`src/rtl/up3_control_unit.sv`:
```
// rtl/up3_control_unit.sv - UP3 processor control unit: Moore FSM sequencing fetch/decode/execute.
// Outputs decode the registered state (and the opcode latched at DECODE) only.
module up3_control_unit (
  input  logic       clk,
  input  logic       reset,
  input  logic       run,
  input  logic [7:0] opcode,
  input  logic       ac_zero,
  output logic       fetch,
  output logic       incr_pc,
  output logic       load_pc,
  output logic       load_iru,
  output logic       load_irl,
  output logic       load_ac,
  output logic       store_mem,
  output logic       addr_sel,
  output logic [1:0] alu_sel,
  output logic       halted,
  output logic [3:0] state_dbg
);

  typedef enum logic [3:0] {
    S_IDLE     = 4'd0,
    S_FETCH_U  = 4'd1,
    S_LOAD_U   = 4'd2,
    S_FETCH_L  = 4'd3,
    S_LOAD_L   = 4'd4,
    S_DECODE   = 4'd5,
    S_EXEC_RD  = 4'd6,
    S_EXEC_AC  = 4'd7,
    S_EXEC_ST  = 4'd8,
    S_EXEC_JMP = 4'd9,
    S_HALT     = 4'd10
  } state_t;

  localparam logic [7:0] OP_LDA = 8'h01;
  localparam logic [7:0] OP_STA = 8'h02;
  localparam logic [7:0] OP_ADD = 8'h03;
  localparam logic [7:0] OP_JMP = 8'h04;
  localparam logic [7:0] OP_JZ  = 8'h05;
  localparam logic [7:0] OP_HLT = 8'hFF;

  state_t     state_q, state_d;
  logic [7:0] opcode_q, opcode_d;
  state_t     cont_state;

  // Where a finished instruction goes: keep running or park in IDLE.
  assign cont_state = run ? S_FETCH_U : S_IDLE;

  always_comb begin
    state_d  = S_IDLE;
    opcode_d = opcode_q;
    case (state_q)
      S_IDLE: begin
        opcode_d = 8'h00;
        state_d  = run ? S_FETCH_U : S_IDLE;
      end
      S_FETCH_U: state_d = S_LOAD_U;
      S_LOAD_U:  state_d = S_FETCH_L;
      S_FETCH_L: state_d = S_LOAD_L;
      S_LOAD_L:  state_d = S_DECODE;
      S_DECODE: begin
        opcode_d = opcode;
        case (opcode)
          OP_LDA, OP_ADD: state_d = S_EXEC_RD;
          OP_STA:         state_d = S_EXEC_ST;
          OP_JMP:         state_d = S_EXEC_JMP;
          OP_JZ:          state_d = ac_zero ? S_EXEC_JMP : cont_state;
          OP_HLT:         state_d = S_HALT;
          default:        state_d = cont_state;
        endcase
      end
      S_EXEC_RD:  state_d = S_EXEC_AC;
      S_EXEC_AC,
      S_EXEC_ST,
      S_EXEC_JMP: state_d = cont_state;
      S_HALT:     state_d = S_HALT;
      default:    state_d = S_IDLE;
    endcase
  end

  always_ff @(posedge clk) begin
    if (reset) begin
      state_q  <= S_IDLE;
      opcode_q <= 8'h00;
    end else begin
      state_q  <= state_d;
      opcode_q <= opcode_d;
    end
  end

  always_comb begin
    fetch     = 1'b0;
    incr_pc   = 1'b0;
    load_pc   = 1'b0;
    load_iru  = 1'b0;
    load_irl  = 1'b0;
    load_ac   = 1'b0;
    store_mem = 1'b0;
    addr_sel  = 1'b0;
    alu_sel   = 2'b00;
    halted    = 1'b0;
    case (state_q)
      S_FETCH_U:  fetch = 1'b1;
      S_LOAD_U:   begin load_iru = 1'b1; incr_pc = 1'b1; end
      S_FETCH_L:  fetch = 1'b1;
      S_LOAD_L:   begin load_irl = 1'b1; incr_pc = 1'b1; end
      S_EXEC_RD:  begin fetch = 1'b1; addr_sel = 1'b1; end
      S_EXEC_AC: begin
        load_ac = 1'b1;
        alu_sel = (opcode_q == OP_ADD) ? 2'b01 : 2'b00;
      end
      S_EXEC_ST:  begin store_mem = 1'b1; addr_sel = 1'b1; end
      S_EXEC_JMP: load_pc = 1'b1;
      S_HALT:     halted = 1'b1;
      default:    ;
    endcase
  end

  assign state_dbg = state_q;

endmodule

```
`config.mk`:
```
export PLATFORM = sky130hd
export DESIGN_NAME = up3_control_unit
export DESIGN_NICKNAME = d
export VERILOG_FILES = /design/src/rtl/up3_control_unit.sv
export SDC_FILE = /design/constraint.sdc
export NUM_CORES = 1
export LEC_CHECK = 0
export ABC_AREA = 1
export CAP_MARGIN = 5
export CORE_MARGIN = 1
export CORE_UTILIZATION = 40
export CTS_CLUSTER_DIAMETER = 30
export CTS_CLUSTER_SIZE = 40
export DETAILED_ROUTE_END_ITERATION = 8
export GPL_TIMING_DRIVEN = 1
export PLACE_DENSITY = 0.74
export SYNTH_ARGS = -nofsm -noshare
export SYNTH_HDL_FRONTEND = slang
export SYNTH_SLANG_ARGS = --single-unit
```
`constraint.sdc`:
```
create_clock -name clk -period 1.2 [get_ports clk]
set_clock_uncertainty 0.1 [all_clocks]
set_input_delay 0.24 -clock clk [delete_from_list [all_inputs] [get_ports clk]]
set_output_delay 0.24 -clock clk [all_outputs]
set_load 0.1 [all_outputs]
```
==> flow_summary.ini, run 1 <==
[run_status]
status = finished, violations left
violations = setup timing

[critical_path]
cp-start-kind = flop
worst_setup_path_end_kind = output port
path_max_fanout = 4
r2r_cells = 10
worst_ep_arrival_time_ns = 1.45
critPathRequiredTime_ns = 0.86
setup.worst_path.class = flop to output port

[clocking]
cts_made_buffers = 3
cts_root_buffer = clkbuf_4
htree_levels = 1
cts_tree = done
cts_buffer_depth = 2
clock_latency_ns = 0.27
cts_sinks = 12
cts.hold.buffers_added = 0
path_clk_slew_ns = 0.07

[timing]
tns_ns = -10.39
final_hold_viol_count = 0
finalSetupViolCount = 26
min_period_over_period_pct = 149
hold_slack_ns = 0.411
setup_ws_ns = -0.593
drv_slew = 0
rsz0062_at_grt = yes
clock.fmax_mhz = 558
fin_crit_ns = 1.79

[logic_synthesis]
synthMuxAreaShare_pct = 0
synthAdderAreaFrac_pct = 0
synth-seq-cells = 12
postSynthAreaPerCell_um2 = 6.12
yosysSeqAreaShare_pct = 29.1
ys_types = 27
synth_nets = 147
synth_top_family_by_area = simple AND/OR/NAND/NOR gates
syn_inst = 135
ys_warn_count = 0
synth-simple-area-share_pct = 37.4
synth_xor_area_share_pct = 0
synthesis.area_um2 = 826
synth_compound_area_share_pct = 16.5

[global_route]
antenna_found_initial = 0
grtUsageTotal_pct = 28.2
grt_pass1_vias = 1113
grt_pass1_wl_mm = 4.41
grt_max_degree = 9
overflow = 0

[pwr]
power_switching_share_pct = 44.7
p_comb_share_pct = 57.0
pwr-share-seq_pct = 27.8
switchingPower_uw = 709
power.static_leakage_uw = 0.000779
internal-power_uw = 876
clkPwrFrac_pct = 15.3
ir_drop_mv = 0.747
power_density_nw_per_um2 = 901

[die]
die_w_um = 47.4
core.rowCount = 16
initial_utilization_pct = 42.5
dieArea_um2 = 2250
core_area_um2 = 1940
die_y_um = 47.4
ioPinCount = 27

[route]
wl_per_cell_um = 15.2
detail-route-antenna-nets = 0
vias = 1132
firstDrtPassIters = 4
via_per_inst = 5.08
drtIter0Drc = 44
wirelength_mm = 3.39
drc = 0

[final_layout]
final_cell_mix = buf_4, inv_1, nor2_1
stdcell_area_um2 = 1760
final_nets = 210
drive_gt1_share_pct = 50.0
fin_util_pct = 90.7
diodes = 0
final_common_cell = buf_4
syn_to_final_growth_pct = 113
nFillCells = 84

[placement]
port-buffer-count = 25
postPlaceCellArea_um2 = 1560
dp_hpwl_mm = 2.15
gp_routability_congestion = 0.881

[min_path]
worst_hold_path.num_cells = 6
hold_class = input port to flop

[run]
drv_cap = 0
-- routing by layer --
layer / vias up / routed length [um] / global-route usage [%]
met5: - / 0 / 0
met4: 0 / 197 / 20.6
met1: 522 / 1200 / 25.8
li1: 535 / - / -
met3: 25 / 136 / 3.02
met2: 50 / 1850 / 56.2
-- critical path, stage by stage (launching register included) --
cell and delay [ns]:
dfxtp_4 0.37, nor2_2 0.13, inv_2 0.08, buf_4 0.15, nor2_4 0.12, inv_2 0.07
o21ai_4 0.07, buf_12 0.19
-- logic make-up after synthesis --
kind of cell           Yosys count
buffers and inverters           34
flip-flops                      12
AND/OR/NAND/NOR                 66
other                            1
AO/OA/AOI/OAI                   22
-- Yosys cell counts, drive strengths merged --
cell type	count	area share, %
nor3	3	1.8
nand2	22	11
clkbuf	1	0.45
a21oi	7	4.2
buf	1	0.91
a211oi	1	0.91
o21bai	1	0.91
conb	1	0.45
nor2	30	17
nand3	5	3.0
dfxtp	12	29
o22ai	5	3.8
inv	32	15
or2	4	3.0
nand4	2	1.5
o21ai	7	5.6
a221oi	1	1.1
-- layout make-up --
cell class                      instances  area (um2)  area share (%)
Timing Repair Buffer                   60         691            39.2
Multi-Input combinational cell         89         609            34.6
Clock buffer                            3        22.5            1.28
Sequential cell                        12         255            14.5
Inverter                               32         149            8.46
Tap cell                               27        33.8            1.92
-- worst paths after layout --
check	slack, ns	to	start
worst max-delay path	-0.59	incr_pc	state_dbg[2]
worst min-delay path	0.41	opcode_q[1]	opcode[1]
worst max register to register	-0.45	opcode_q[5]	state_dbg[2]
worst min register to register	0.44	opcode_q[6]	opcode_q[6]
-- flip-flops by register name, summed over array words and instances (netlist names) --
register and flops:
opcode_q 8, state_dbg 4
-- metrics by stage --
| stage | setup WS, ns | power (uW) | std cells |
|---|---|---|---|
| 2_1_floorplan | -0.833 | 928 | 135 |
| 3_3_place_gp | -0.433 | 1230 | 213 |
| 3_5_place_dp | -0.571 | 1250 | 213 |
| 6_report | -0.593 | 1590 | 223 |
| 5_1_grt | -0.627 | 1640 | 223 |
| 4_1_cts | -0.495 | 1530 | 218 |
-- power by group through the flow --
stage,clock [uW],combinational (uW),sequential [uW]
after floorplan,0,392,535
after global placement,0,790,444
after detailed placement,0,805,446
after CTS,244,842,440
after global routing,259,941,441
final,242,903,440
-- what timing repair did --
action	4_1_cts	5_1_grt
endpoints found under the setup margin	26	26
cloned	0	0
buffers inserted	2	6
pin swaps	2	8
resized for setup	23	13
No activity file was read; power rests on OpenSTA's default activity.
==> run 2, diff against run 1 <==
Settings changed: CORE_MARGIN 1 to 2, CORE_UTILIZATION 40 to 48, PLACE_DENSITY 0.74 to 0.83, SKIP_LAST_GASP set to 1.
Clock period 1.2 ns to 2.29 ns, I/O delays scaled along.
==> run 2 against run 1 <==
Compared with the run above: clock power shrank 29%; highest routed layer unchanged; the run now ends clean; routed wire length fell by 38%; via count fell by 16%.
==> flow_summary.ini, run 2 (synthesized netlist as in run 1, its figures left out) <==
[run_status]
status = finished, final reports clean

[global_route]
grt_pass1_vias = 896
grt_pass1_wl_mm = 3.50
overflow = 0
antenna_found_initial = 0
grtUsageTotal_pct = 23.3
grt_max_degree = 13

[final_layout]
drive_gt1_share_pct = 27.8
syn_to_final_growth_pct = 55.9
regMostFlops = opcode_q
diodes = 0
final_cell_mix = nor2_1, inv_1, nand2_1
final_nets = 175
largest_reg_flops = 8
nFillCells = 100

[clocking]
cts.hold.buffers_added = 0
cts_sinks = 12
cts_buffer_depth = 2
htree_levels = 1
cts_tree = done
clock_latency_ns = 0.28
cts_setup_buffers = 0
cts_made_buffers = 3
path_clk_slew_ns = 0.07
cts_root_buffer = clkbuf_4
ctsResizeCount = 0

[critical_path]
setup.worst_path.class = flop to output port
cp-start-kind = flop
worst_ep_arrival_time_ns = 1.59
worst_setup_path_end_kind = output port
path_max_fanout = 5
critPathRequiredTime_ns = 1.73

[timing]
clock.fmax_mhz = 465
fin_crit_ns = 2.15
hold_slack_ns = 0.445
final_hold_viol_count = 0
min_period_over_period_pct = 93.9
tns_ns = 0
finalSetupViolCount = 0
drv_slew = 0
rsz0062_at_grt = no

[route]
detail-route-antenna-nets = 0
wirelength_mm = 2.09
via_per_inst = 5.35
drc = 0
vias = 952
wl_per_cell_um = 11.7
drtIter0Drc = 27
firstDrtPassIters = 4

[die]
core_area_um2 = 1560
ioPinCount = 27
dieArea_um2 = 2070
initial_utilization_pct = 53.0
die_w_um = 45.5
core.rowCount = 14
die_y_um = 45.5

[min_path]
hold_class = flop to flop

[pwr]
power_density_nw_per_um2 = 582
power.static_leakage_uw = 0.000549
ir_drop_mv = 0.510

[placement]
port-buffer-count = 25
dp_hpwl_mm = 1.75
gp_routability_congestion = 0.917

[run]
drv_cap = 0
## run 2: changes by cell type in the layout (fill, tap and decap cells not counted), sizes merged
| cell | before | now |
|---|---|---|
| buf | 49 | 14 |
| bufinv | 1 | 0 |
| clkbuf | 3 | 4 |
| clkdlybuf4s50 | 8 | 11 |
| dlygate4sd2 | 2 | 0 |
| dlymetal6s2s | 1 | 0 |
| inv | 31 | 32 |
## run 2: where the power goes
group | total, uW | internal, uW | switching (uW)
sequential | 229 | 217 | 11.4
combinational | 349 | 105 | 243
clock | 171 | 96.9 | 74.4
total | 749 | 420 | 329
## run 2: path summary, 6_finish.rpt
check | start | end | slack, ns | cells past startpoint
worst max-delay path | state_dbg[2] | fetch | 0.14 | 5
worst min-delay path | opcode_q[5] | opcode_q[5] | 0.44 | 3
worst max register to register | state_dbg[2] | opcode_q[0] | 0.84 | 9
worst min register to register | opcode_q[5] | opcode_q[5] | 0.44 | 3
## run 2: per-stage QoR
| step | utilization, % | total power, uW | instances | setup WS [ns] | area, um2 |
|---|---|---|---|---|---|
| floorplan | - | 478 | 135 | -0.140 | 902 |
| global placement | 80.3 | 575 | 174 | 0.435 | 1250 |
| detailed placement | 80.3 | 581 | 174 | 0.343 | 1250 |
| CTS | 82.6 | 750 | 178 | 0.152 | 1290 |
| global route | 82.6 | 772 | 178 | 0.0683 | 1290 |
| finish | 82.6 | 749 | 178 | 0.139 | 1290 |
## run 2: critical path, cell delays in order (launching register included)
cell     delay (ns)
dfxtp_2        0.38
nor2_1         0.06
inv_1          0.21
o21ai_0        0.15
or2_2          0.33
buf_12         0.18
## run 2: final cells by class
| class | instances | area (um2) | share of cell area, % |
|---|---|---|---|
| Clock buffer | 4 | 36.3 | 2.82 |
| Inverter | 32 | 125 | 9.72 |
| Multi-Input combinational cell | 89 | 518 | 40.2 |
| Sequential cell | 12 | 248 | 19.2 |
| Tap cell | 16 | 20.0 | 1.55 |
| Timing Repair Buffer | 25 | 340 | 26.4 |
## run 2: per-layer routing
| metal | share of wire, % | vias up | track usage [%] |
|---|---|---|---|
| met1 | 37 | 436 | 23.4 |
| li1 | - | 472 | - |
| met4 | 1.5 | 0 | 11.2 |
| met3 | 6.1 | 5 | 3.57 |
| met5 | 0 | - | 0 |
| met2 | 55 | 39 | 45.4 |
==> run 3, diff against run 2 <==
Settings changed: ABC_CLOCK_PERIOD_IN_PS set to 2290, CTS_CLUSTER_SIZE 40 to 20.
==> results of run 3 <==
Final layout, timing and power as in run 2 (identical DEF).
